==> src/rtl/wwd_seg_display_pkg.sv <==
// Shared constants for the 4-digit hex 7-segment display driver.
// Glyph encodings are {g,f,e,d,c,b,a} with a 0 lighting the segment.
package wwd_seg_display_pkg;

  localparam int DIGITS = 4;

  localparam logic [6:0] SEG_0     = 7'b1000000;
  localparam logic [6:0] SEG_1     = 7'b1111001;
  localparam logic [6:0] SEG_2     = 7'b0100100;
  localparam logic [6:0] SEG_3     = 7'b0110000;
  localparam logic [6:0] SEG_4     = 7'b0011001;
  localparam logic [6:0] SEG_5     = 7'b0010010;
  localparam logic [6:0] SEG_6     = 7'b0000010;
  localparam logic [6:0] SEG_7     = 7'b1111000;
  localparam logic [6:0] SEG_8     = 7'b0000000;
  localparam logic [6:0] SEG_9     = 7'b0010000;
  localparam logic [6:0] SEG_A     = 7'b0001000;
  localparam logic [6:0] SEG_B     = 7'b0000011;
  localparam logic [6:0] SEG_C     = 7'b1000110;
  localparam logic [6:0] SEG_D     = 7'b0100001;
  localparam logic [6:0] SEG_E     = 7'b0000110;
  localparam logic [6:0] SEG_F     = 7'b0001110;
  localparam logic [6:0] SEG_BLANK = 7'b1111111;

endpackage

==> src/rtl/wwd_seg_display_hex_to_seg.sv <==
// Combinational nibble-to-glyph decoder for a common-anode 7-segment digit.
module hex_to_seg
  import wwd_seg_display_pkg::*;
(
  input  logic [3:0] nibble,
  output logic [6:0] seg_n
);

  // Map each hex value to its active-low segment pattern.
  always_comb begin
    seg_n = SEG_BLANK;
    case (nibble)
      4'h0: seg_n = SEG_0;
      4'h1: seg_n = SEG_1;
      4'h2: seg_n = SEG_2;
      4'h3: seg_n = SEG_3;
      4'h4: seg_n = SEG_4;
      4'h5: seg_n = SEG_5;
      4'h6: seg_n = SEG_6;
      4'h7: seg_n = SEG_7;
      4'h8: seg_n = SEG_8;
      4'h9: seg_n = SEG_9;
      4'hA: seg_n = SEG_A;
      4'hB: seg_n = SEG_B;
      4'hC: seg_n = SEG_C;
      4'hD: seg_n = SEG_D;
      4'hE: seg_n = SEG_E;
      4'hF: seg_n = SEG_F;
      default: seg_n = SEG_BLANK;
    endcase
  end

endmodule

==> src/rtl/wwd_seg_display.sv <==
// Samples the CPU output word, optionally freezes it, and multiplexes it as
// four hex digits onto a common-anode display. The shown value only changes
// at frame boundaries, and the decimal points flash for a few frames after a
// change. The PC byte is mirrored onto the LEDs.
module wwd_seg_display
  import wwd_seg_display_pkg::*;
#(
  parameter int SCAN_DIV     = 50000,
  parameter int FLASH_FRAMES = 8
) (
  input  logic        clk,
  input  logic        reset_n,
  input  logic [15:0] data_in,
  input  logic [7:0]  pc_in,
  input  logic        freeze,
  output logic [6:0]  seg_n,
  output logic        dp_n,
  output logic [3:0]  an_n,
  output logic [7:0]  led
);

  logic [15:0] count_reg;
  logic [1:0]  digit_reg;
  logic        freeze_meta_reg;
  logic        freeze_s_reg;
  logic [15:0] captured_reg;
  logic [15:0] shown_reg;
  logic [15:0] prev_reg;
  logic [7:0]  flash_reg;

  logic        tick;
  logic        frame_end;
  logic [1:0]  digit_next;
  logic [15:0] shown_next;
  logic [7:0]  flash_next;
  logic [3:0]  an_next;
  logic [3:0]  nibble_sel;
  logic [6:0]  seg_dec;

  // Slot timing, frame boundary and change-flash bookkeeping.
  always_comb begin
    tick       = (count_reg == 16'(SCAN_DIV - 1));
    digit_next = tick ? digit_reg + 2'd1 : digit_reg;
    frame_end  = tick && (digit_reg == 2'd3);
    shown_next = frame_end ? captured_reg : shown_reg;
    flash_next = flash_reg;
    if (frame_end) begin
      if (captured_reg != prev_reg) begin
        flash_next = 8'(FLASH_FRAMES);
      end else if (flash_reg != 8'd0) begin
        flash_next = flash_reg - 8'd1;
      end
    end
    // Look ahead to the value and digit that will be live after this edge so
    // the registered segments always match the registered anode.
    nibble_sel = shown_next[{digit_next, 2'b00} +: 4];
  end

  // One anode enable per digit, low only for the selected one.
  for (genvar gi = 0; gi < DIGITS; gi++) begin : g_anode
    assign an_next[gi] = (digit_next != 2'(gi));
  end

  hex_to_seg u_hex_to_seg (
    .nibble (nibble_sel),
    .seg_n  (seg_dec)
  );

  // Two-flop synchronizer for the freeze switch.
  always_ff @(posedge clk or negedge reset_n) begin
    if (!reset_n) begin
      freeze_meta_reg <= 1'b0;
      freeze_s_reg    <= 1'b0;
    end else begin
      freeze_meta_reg <= freeze;
      freeze_s_reg    <= freeze_meta_reg;
    end
  end

  // Track the CPU word while not frozen; mirror the PC byte onto the LEDs.
  always_ff @(posedge clk or negedge reset_n) begin
    if (!reset_n) begin
      captured_reg <= 16'h0000;
      led          <= 8'h00;
    end else begin
      if (!freeze_s_reg) begin
        captured_reg <= data_in;
      end
      led <= pc_in;
    end
  end

  // Prescaler and digit index.
  always_ff @(posedge clk or negedge reset_n) begin
    if (!reset_n) begin
      count_reg <= 16'h0000;
      digit_reg <= 2'd0;
    end else begin
      count_reg <= tick ? 16'h0000 : count_reg + 16'd1;
      digit_reg <= digit_next;
    end
  end

  // Frame-boundary latch of the displayed value and change history.
  always_ff @(posedge clk or negedge reset_n) begin
    if (!reset_n) begin
      shown_reg <= 16'h0000;
      prev_reg  <= 16'h0000;
      flash_reg <= 8'd0;
    end else begin
      shown_reg <= shown_next;
      flash_reg <= flash_next;
      if (frame_end) begin
        prev_reg <= captured_reg;
      end
    end
  end

  // Display pins change together with the digit index.
  always_ff @(posedge clk or negedge reset_n) begin
    if (!reset_n) begin
      an_n  <= 4'b1110;
      seg_n <= SEG_0;
      dp_n  <= 1'b1;
    end else if (tick) begin
      an_n  <= an_next;
      seg_n <= seg_dec;
      dp_n  <= (flash_next == 8'd0);
    end
  end

endmodule

==> config.mk <==
export PLATFORM = sky130hd
export DESIGN_NAME = wwd_seg_display
export DESIGN_NICKNAME = d
export VERILOG_FILES = /design/src/rtl/wwd_seg_display_pkg.sv /design/src/rtl/wwd_seg_display_hex_to_seg.sv /design/src/rtl/wwd_seg_display.sv
export SDC_FILE = /design/constraint.sdc
export NUM_CORES = 1
export LEC_CHECK = 0
export CELL_PAD_IN_SITES_DETAIL_PLACEMENT = 0
export CELL_PAD_IN_SITES_GLOBAL_PLACEMENT = 1
export CORE_ASPECT_RATIO = 1.4
export CORE_MARGIN = 2
export CORE_UTILIZATION = 48
export DETAILED_ROUTE_END_ITERATION = 7
export PLACE_DENSITY = 0.94
export SLEW_MARGIN = 40
export SYNTH_ARGS = -nofsm -noshare
export SYNTH_HDL_FRONTEND = slang
export SYNTH_SLANG_ARGS = --single-unit
==> constraint.sdc <==
create_clock -name clk -period 5.9 [get_ports clk]
set_clock_uncertainty 0.2 [all_clocks]
set_input_delay 1.475 -clock clk [delete_from_list [all_inputs] [get_ports clk]]
set_output_delay 1.475 -clock clk [all_outputs]
set_load 0.01 [all_outputs]
==> results of run 1 <==
-- power groups by stage --
stage / Sequential [uW] / Combinational (uW) / Clock, uW
final: 691 / 58.0 / 530
after global routing: 692 / 65.2 / 575
after CTS: 691 / 59.8 / 543
after detailed placement: 703 / 59.5 / 0
after global placement: 703 / 57.9 / 0
after floorplan: 697 / 21.0 / 0
-- kinds of logic (layout without fill, tap and decap cells) --
kind of cell	count (synthesis)	after routing
flip-flops	96	96
AO/OA/AOI/OAI	28	28
adder cells (fa/ha/maj)	9	9
buffers and inverters	33	87
multiplexers	42	42
XOR/XNOR	37	37
AND/OR/NAND/NOR	146	146
-- cell usage in the layout, fill, tap and decap left out, drive strengths merged, types with 2 or more instances in the layout --
cell type,netlist,final
nor2,24,24
inv,21,21
and2,2,2
nand4,3,3
a21oi,3,3
xor2,27,27
or4,3,3
nand3,12,12
mux2,17,17
nor4,6,6
a31oi,9,9
nand2,79,79
ha,9,9
clkdlybuf4s50,0,45
nor2b,3,3
nor3,4,4
o211ai,2,2
mux2i,21,21
buf,5,5
xnor2,10,10
clkbuf,7,14
o21ai,8,8
and3,7,7
dfstp,5,5
o21a,2,2
dfrtp,91,91
mux4,4,4
-- routing by layer --
metal,routed length (um),GRT usage,vias to the layer above
met1,3470,0.235,1415
li1,-,-,1416
met2,4010,0.299,65
met3,333,0.0473,17
met4,186,0.0763,0
met5,0,0,-
-- worst max-delay path, delay by kind of cell (launching register included) --
family                     cells  cell delay, ps
AOI/OAI and AO/OA              2             260
adders and majority gates      1             280
buffers and inverters          2             500
DFF                            1             420
muxes                          4            1550
and+or+nand+nor                2             850
-- final cells by class --
cell class	count	area, um^2
Inverter	21	78.8
Timing Repair Buffer	50	488
Multi-Input combinational cell	262	1800
Sequential cell	96	2410
Clock inverter	2	16.3
Fill cell	777	3690
Clock buffer	14	254
Tap cell	107	134
-- worst min path at each step --
stage | endpoint | slack, ps | depth (start not counted)
2_1_floorplan | freeze_s_reg | 130 | 0
3_3_place_gp | freeze_s_reg | 130 | 0
3_5_place_dp | freeze_s_reg | 140 | 0
4_1_cts | freeze_s_reg | 160 | 0
5_1_grt | freeze_s_reg | 160 | 0
6_report | freeze_s_reg | 150 | 0
-- cells in the mapped netlist, types with 4 or more instances --
cell type / number
nor2_1: 24
ha_1: 9
xor2_1: 27
and3_1: 7
nand2_1: 79
a31oi_1: 9
nor4_1: 6
o21ai_0: 7
nor3_1: 4
mux2i_1: 18
mux2_2: 17
mux4_2: 4
dfstp_2: 5
xnor2_1: 10
dfrtp_1: 91
nand3_1: 12
inv_1: 21
clkbuf_1: 7
-- metrics by stage --
step	util	area, um^2	power [uW]	hold slack [ps]
floorplan	-	4330	718	131
global placement	0.553	4900	761	131
detailed placement	0.553	4900	762	143
CTS	0.583	5170	1290	157
global route	0.584	5180	1330	161
finish	0.584	5180	1280	154
==> run_results.csv, run 1 <==
group,metric,value,unit
placed_design,numPortBuffers,46,
status,outcome,"complete, no violations",
global_routing,overflow,0,
timing,min_period_over_period,0.708,
clocking,cts_sinks,96,
clocking,h-tree-depth,3,
timing,hold_violations,0,
die,initial_core_util,0.488,
timing,report.final.slew_viol_count,0,
yosys,ys_types,39,
placed_design,pre_cts_ws,1740,ps
pwr,comb_power_share,0.045,
clocking,root_buffer,"clkbuf_16",
critical_path,setup.worst_path.end,"seg_n[5]",
critical_path,worstReg2RegStart,"count_reg[4]",
timing,fmax,240,MHz
critical_path,arrival,4210,ps
yosys,yosysTopAreaCell,"dfrtp_1",
die,num_rows,41,
yosys,synth_edf_count,0,
cells_and_area,layout-drive-gt1-share,0.112,
critical_path,crit_fanout,36,
flow_run,max_cap_viol_count,0,
die,die_h,116,um
cells_and_area,fin_nets,476,
global_routing,grt_pass1_vias,2934,
cells_and_area,layoutNonFillerInstCount,552,
yosys,ys_seq_area_frac,0.557,
critical_path,slowest_stage,"or4b_1",
yosys,syn_nets,427,
critical_path,ff2ff_path_depth,11,
critical_path,critPathLaunchType,"flip-flop",
clocking,clkSlewWorstSetupHoldPaths,60,ps
timing,finalSetupViolCount,0,
timing,fin_ws,1730,ps
routing,dr_total_vias,2913,
yosys,syn-cell-area,4330,um^2
pwr,seq_power_share,0.540,
yosys,syn_avg_cell_area,11.1,um^2
die,pin_count,47,
clocking,cts_resized,0,
global_routing,grt_first_pass_wirelength,13900,um
critical_path,slowest_delay,620,ps
timing,tns,0,ps
yosys,synthArstFlopShare,1.00,
critical_path,critPathKind,"reg2reg",
min_path,holdCritStartpoint,"freeze_meta_reg",
clocking,postCtsSetupBuffers,0,
routing,dr.pass1.iters,4,
timing,relSlewSlack,0.591,
pwr,p_int,1010,uW
routing,drt-vias-per-instance,5.28,
critical_path,r2r_end,"seg_n[5]",
clocking,cts_inserted_buffers,9,
pwr,power.density,247,nW/um^2
clocking,cts_tree,"done",
clocking,hold_buffers,0,
yosys,synth_top_family_by_area,"simple AND/OR/NAND/NOR gates",
pwr,switching_power,272,uW
global_routing,grt_usage,0.183,
clocking,clk_latency,340,ps
yosys,yosysWarnings,0,
placed_design,dp_hpwl,5750,um
die,core-area,8870,um^2
critical_path,path_cells,"or4b_1, nor4b_4, buf_4, mux2i_2, mux4_2, mux2i_1, inv_1, ha_1, mux2i_1, o221ai_1, o21a_1",
critical_path,required,5940,ps
global_routing,grt_max_degree,52,
routing,drt-total-wl,8000,um
yosys,synth_adder_area_share,0.0260,
timing,rsz0062_at_grt,"false",
clocking,cts_buffer_depth,2,
routing,avgRoutedWirePerCell,14.5,um
die,die_w,84.2,um
yosys,synth_compound_area_frac,0.0405,
routing,drc,0,
yosys,synth.top_cell.area_share,0.526,
yosys,synth.mux.area_fraction,0.118,
global_routing,antenna_found_initial,0,
critical_path,endpoint_kind,"flip-flop",
critical_path,startpoint,"count_reg[4]",
pwr,p_clk_frac,0.414,
die,die_area,9800,um^2
pwr,sw_frac_of_total,0.213,
timing,max_slew.worst_pin.slew,602,ps
pwr,leakagePower,0.00254,uW
cells_and_area,areaGrowthSynthToFinish,19.8,%
yosys,synth_xor_area_frac,0.0749,
timing,finalCriticalPeriod,4170,ps
critical_path,cp_common_cell,"mux2i_1",
yosys,yosys-top-cells-area,"dfrtp_1 53%, nand2_1 6.9%, xor2_1 5.5%, mux2_2 4.4%, mux2i_1 4.2%",
yosys,ys_ff_latch,96,
yosys,synthCells,391,
pwr,peakVddDrop,0.000181,V
placed_design,globalplace.congestion,0.851,
routing,postRouteAntennaNets,0,
critical_path,worst-r2r-setup-slack,1730,ps
yosys,synth_ff_type,"dfrtp_1",
routing,drt_iter0_drc,118,
cells_and_area,diodes,0,
min_path,hold_class,"reg2reg",
placed_design,place_inst,536,
yosys,synthSimpleGateAreaFrac,0.154,
(Power assumes the default switching activity.)
==> run 2, diff against run 1 <==
CORE_UTILIZATION = 40   (was 48)
PLACE_DENSITY = 0.85   (was 0.94)
clock period = 3.7 ns   (was 5.9 ns; I/O delays follow)
==> run_results.csv, run 2 (synthesis gave the netlist of run 1 again) <==
group,metric,value,unit
die,num_rows,44,
cells_and_area,layout-drive-gt1-share,0.133,
timing,relSlewSlack,0.544,
timing,min_period_over_period,0.936,
clocking,cts_buffer_depth,2,
clocking,h-tree-depth,3,
cells_and_area,areaGrowthSynthToFinish,23.3,%
critical_path,arrival,3470,ps
routing,drt-total-wl,8050,um
placed_design,place_inst,572,
clocking,cts_tree,"done",
flow_run,max_cap_viol_count,0,
timing,finalSetupViolCount,0,
min_path,hold_class,"reg2reg",
timing,max_slew.worst_pin.slew,685,ps
pwr,peakVddDrop,0.000315,V
cells_and_area,seq_area,2410,um^2
timing,tns,0,ps
cells_and_area,stdcell_area,5330,um^2
routing,avgRoutedWirePerCell,13.7,um
cells_and_area,final_common_cell,"dfrtp_1",
timing,finalCriticalPeriod,3460,ps
cells_and_area,fin_nets,481,
die,core-area,10500,um^2
status,outcome,"complete, no violations",
critical_path,required,3710,ps
routing,postRouteAntennaNets,0,
die,die_w,91.9,um
global_routing,grt_pass1_vias,2904,
timing,fin_ws,238,ps
placed_design,pre_cts_ws,147,ps
cells_and_area,layoutNonFillerInstCount,588,
clocking,root_buffer,"clkbuf_16",
global_routing,grt_usage,0.149,
timing,hold_violations,0,
critical_path,endpoint_kind,"flip-flop",
die,die_area,11700,um^2
placed_design,globalplace.congestion,0.826,
clocking,cts_resized,0,
placed_design,dp_hpwl,5750,um
die,pin_count,47,
timing,rsz0062_at_grt,"false",
global_routing,overflow,0,
clocking,postCtsSetupBuffers,0,
critical_path,critPathLaunchType,"flip-flop",
die,die_h,127,um
placed_design,placed_area,5000,um^2
clocking,clk_latency,340,ps
timing,report.final.slew_viol_count,0,
clocking,cts_inserted_buffers,9,
critical_path,crit_fanout,8,
routing,drt_iter0_drc,151,
global_routing,antenna_found_initial,0,
placed_design,numPortBuffers,46,
cells_and_area,diodes,0,
routing,drc,0,
timing,fmax,289,MHz
cells_and_area,fillerInstances,956,
routing,drt-vias-per-instance,4.93,
clocking,clkSlewWorstSetupHoldPaths,70,ps
global_routing,grt_first_pass_wirelength,13800,um
cells_and_area,multi_input_area,1800,um^2
clocking,hold_buffers,0,
cells_and_area,layout_common_cells,"91 x dfrtp_1, 79 x nand2_1, 45 x clkdlybuf4s50_1",
critical_path,critPathKind,"reg2reg",
clocking,cts_sinks,96,
routing,dr_total_vias,2900,
pwr,leakagePower,0.00260,uW
global_routing,grt_max_degree,55,
die,initial_core_util,0.414,
pwr,power.density,409,nW/um^2
routing,dr.pass1.iters,4,
## run 2: area by class of cell
class                   instances  share of cell area
clock buffers                   9              0.0422
clock inverters                 7              0.0178
inverters                      21              0.0148
multi-input cells             262               0.338
flip-flops and latches         96               0.452
well taps                     138              0.0324
repair buffers                 55               0.103
## run 2: metrics by stage
step	total power, uW	util	hold WS, ps
final	2180	0.510	150
after global routing	2270	0.510	157
after CTS	2210	0.509	151
after detailed placement	1220	0.478	136
after global placement	1210	0.478	132
after floorplan	1150	-	131
## run 2: final timing paths
path / from / depth (start not counted) / slack [ps] / end
max in group asynchronous: reset_n / 2 / 2150 / an_n[3]
min reg2reg: freeze_meta_reg / 0 / 150 / freeze_s_reg
min in group asynchronous: reset_n / 1 / 430 / freeze_meta_reg
max: count_reg[4] / 9 / 240 / seg_n[3]
max reg2reg: count_reg[4] / 9 / 240 / seg_n[3]
min: freeze_meta_reg / 0 / 150 / freeze_s_reg
## run 2: layer usage
metal,global-route usage,vias to the layer above,share of wire
met5,0,-,0
met4,0.0676,0,0.026
met3,0.0354,21,0.042
met2,0.238,68,0.49
met1,0.194,1388,0.44
li1,-,1423,-
## run 2: worst max-delay path, stage by stage, from the launching register on
cell     delay (ps)
dfrtp_1         430
or4b_1          610
nor4b_4         310
and2_2          280
buf_4           150
mux4_2          530
mux2i_4         280
buf_4           220
mux2i_1         210
a31oi_1         100
## run 2: report_power, final
group | total [uW] | switching (uW) | leakage [uW] | internal (uW)
sequential | 1100 | 28.2 | 0.00125 | 1070
combinational | 94.1 | 37.3 | 0.00120 | 56.8
clock | 986 | 393 | 0.000156 | 593
==> RTL change, RTL diff (config.mk and constraints of run 2) <==
The output `led` loses its register stage (`led` becomes a continuous assignment).
--- a/src/rtl/wwd_seg_display.sv
+++ b/src/rtl/wwd_seg_display.sv
@@ -81,14 +81,14 @@
   always_ff @(posedge clk or negedge reset_n) begin
     if (!reset_n) begin
       captured_reg <= 16'h0000;
-      led          <= 8'h00;
     end else begin
       if (!freeze_s_reg) begin
         captured_reg <= data_in;
       end
-      led <= pc_in;
     end
   end
+
+  assign led = pc_in;
 
   // Prescaler and digit index.
   always_ff @(posedge clk or negedge reset_n) begin
Check against the original RTL: not equivalent (Yosys sat finds a counterexample within 4 cycles, from zero or initial values and one cycle with reset_n low).
==> RTL change against run 2 <==
- sequential cell count shrank 8
- routed wire length increased by 2.5%
- maximum frequency shrank 0.93%
- area after synthesis fell by 1.3%
- sequential share of layout area is 2.1 points lower
- via count fell by 1.1%
- setup slack got worse by 0.033 ns
- cell count is 3.4% lower
- design area down 3.8%
- sequential power decreased by 8%
- total power decreased by 5.9%
- highest routed layer unchanged
==> RTL change: results (changes against run 2) <==
stage	metric	value	unit	change
final_layout	antenna-diode-count	0		unchanged
cts	post_cts_buffers	0		unchanged
route	vias_per_cell	5.049		+2.4%
global_route	grt_pass1_vias	2782		-4.2%
critical_path	critical-path-top-delay-family	simple AND/OR/NAND/NOR gates		
yosys	synth-compound-area-share	4.894	%	+0.85 points
placed_design	globalplace.congestion	0.7532		-8.8%
critical_path	cpPeakStageDelay	0.56	ns	-0.05 ns
yosys	syn_nets	429		+0.47%
route	drt_first_pass_iters	4		unchanged
critical_path	crit_fanout	7		-1
power	p_comb	72.9	uW	-23%
final_layout	fin_nets	461		-4.2%
worst_hold_path	hold_path.class	reg2reg		
route	wl_per_cell	14.52	microns	+6.1%
placed_design	hpwl	5760	microns	+0.14%
critical_path	critPathArrivalTime	3.53	ns	+0.06 ns
run_status	outcome	finished clean		
cts	clkSlewWorstSetupHoldPaths	0.06	ns	
global_route	grt.total_usage	15.47	%	+0.54 points
timing	setup_tns	0	ns	unchanged
yosys	synth_xor_area_share	7.181	%	-0.31 points
cts	post_cts_resized	2		+2
yosys	ys_seq_area_share	51.73	%	-3.9 points
yosys	synth.area.top_cells	dfrtp_1, nand2_1, xor2_1, mux2i_1, mux2_2		
cts	cts_buffer_depth	2		unchanged
critical_path	cp_slowest_cell	or4b_4		
yosys	yosys_warnings	0		unchanged
placed_design	port_buffers	30		-35%
cts	clk_latency	0.34	ns	about the same
final_layout	layout-drive-gt1-share	16.05	%	+2.7 points
power	peakVddDrop	0.3255	mV	+3.3%
yosys	synthArstFlopShare	100.0	%	unchanged
global_route	antenna_found_initial	0		unchanged
yosys	yosys.area_share.adder	2.638	%	+0.035 points
power	internal_power	1632	uW	-5.3%
yosys	ys_top_cells_by_count	dfrtp_1, nand2_1, xor2_1		
placed_design	dpl_cell_area	4721	sq um	-5.7%
cts	htreeDepth	3		unchanged
cts	cts_inserted_buffers	9		unchanged
route	drt_iter0_markers	174		+15%
yosys	ys_types	50		+28%
power	p_leak	0.002499	uW	-4.0%
global_route	grt_max_degree	51		-7.3%
timing	relSlewSlack	53.17	%	-1.2 points
power	seq_power_share	49.1	%	-1.4 points
cts	cts-root-buf	clkbuf_16		
yosys	synthMuxAreaShare	12.63	%	+0.80 points
global_route	grt_pass1_wl	13790	microns	+0.10%
==> RTL change: cell types whose count changed after synthesis, sizes merged, moves of 3 or more <==
cell	change
buf	+12
dfrtp	-8
nand2	-5
mux2i	+3
nand3b	+3
xnor2	-3
==> RTL change: metrics by stage <==
stage	power (uW)	utilization [%]	setup slack, ns	std cells
5_1_grt	2137	49.33	0.006049	568
6_report	2053	49.33	0.2059	568
2_1_floorplan	1057	-	0.1130	393
4_1_cts	2082	48.57	0.01823	566
3_3_place_gp	1101	45.37	0.04748	550
3_5_place_dp	1103	45.37	-0.04955	550
==> RTL change: final timing paths <==
path	from	to	slack, ns	cells after the start
worst max-delay path	count_reg[12]	seg_n[5]	0.21	11
worst max register to register	count_reg[12]	seg_n[5]	0.21	11
max in group asynchronous	reset_n	flash_reg[0]	2.24	2
worst min register to register	freeze_meta_reg	freeze_s_reg	0.15	0
min in group asynchronous	reset_n	flash_reg[6]	0.41	1
worst min-delay path	freeze_meta_reg	freeze_s_reg	0.15	0
==> RTL change: layout make-up <==
cell class / count / area (sq um)
fillers: 919 / 5273
flip-flops and latches: 88 / 2208
multi-input cells: 263 / 1922
repair buffers: 44 / 435.4
clock buffers: 11 / 242.7
well taps: 138 / 172.7
clock inverters: 5 / 80.08
inverters: 19 / 71.32
==> RTL change: cells by family after synthesis <==
family | count (synthesis)
compound gates | 31
xor+xnor | 35
fa+ha+maj | 9
buf+inv | 42
flops | 88
mux | 44
simple gates | 144
==> RTL change: metal layers <==
| layer | vias to the layer above | routed length [microns] | global-route usage, % |
|---|---|---|---|
| met3 | 8 | 196 | 3.469 |
| met4 | 0 | 145 | 6.417 |
| met2 | 35 | 4378 | 26.45 |
| met5 | - | 0 | 0 |
| met1 | 1443 | 3526 | 18.82 |
| li1 | 1382 | - | - |
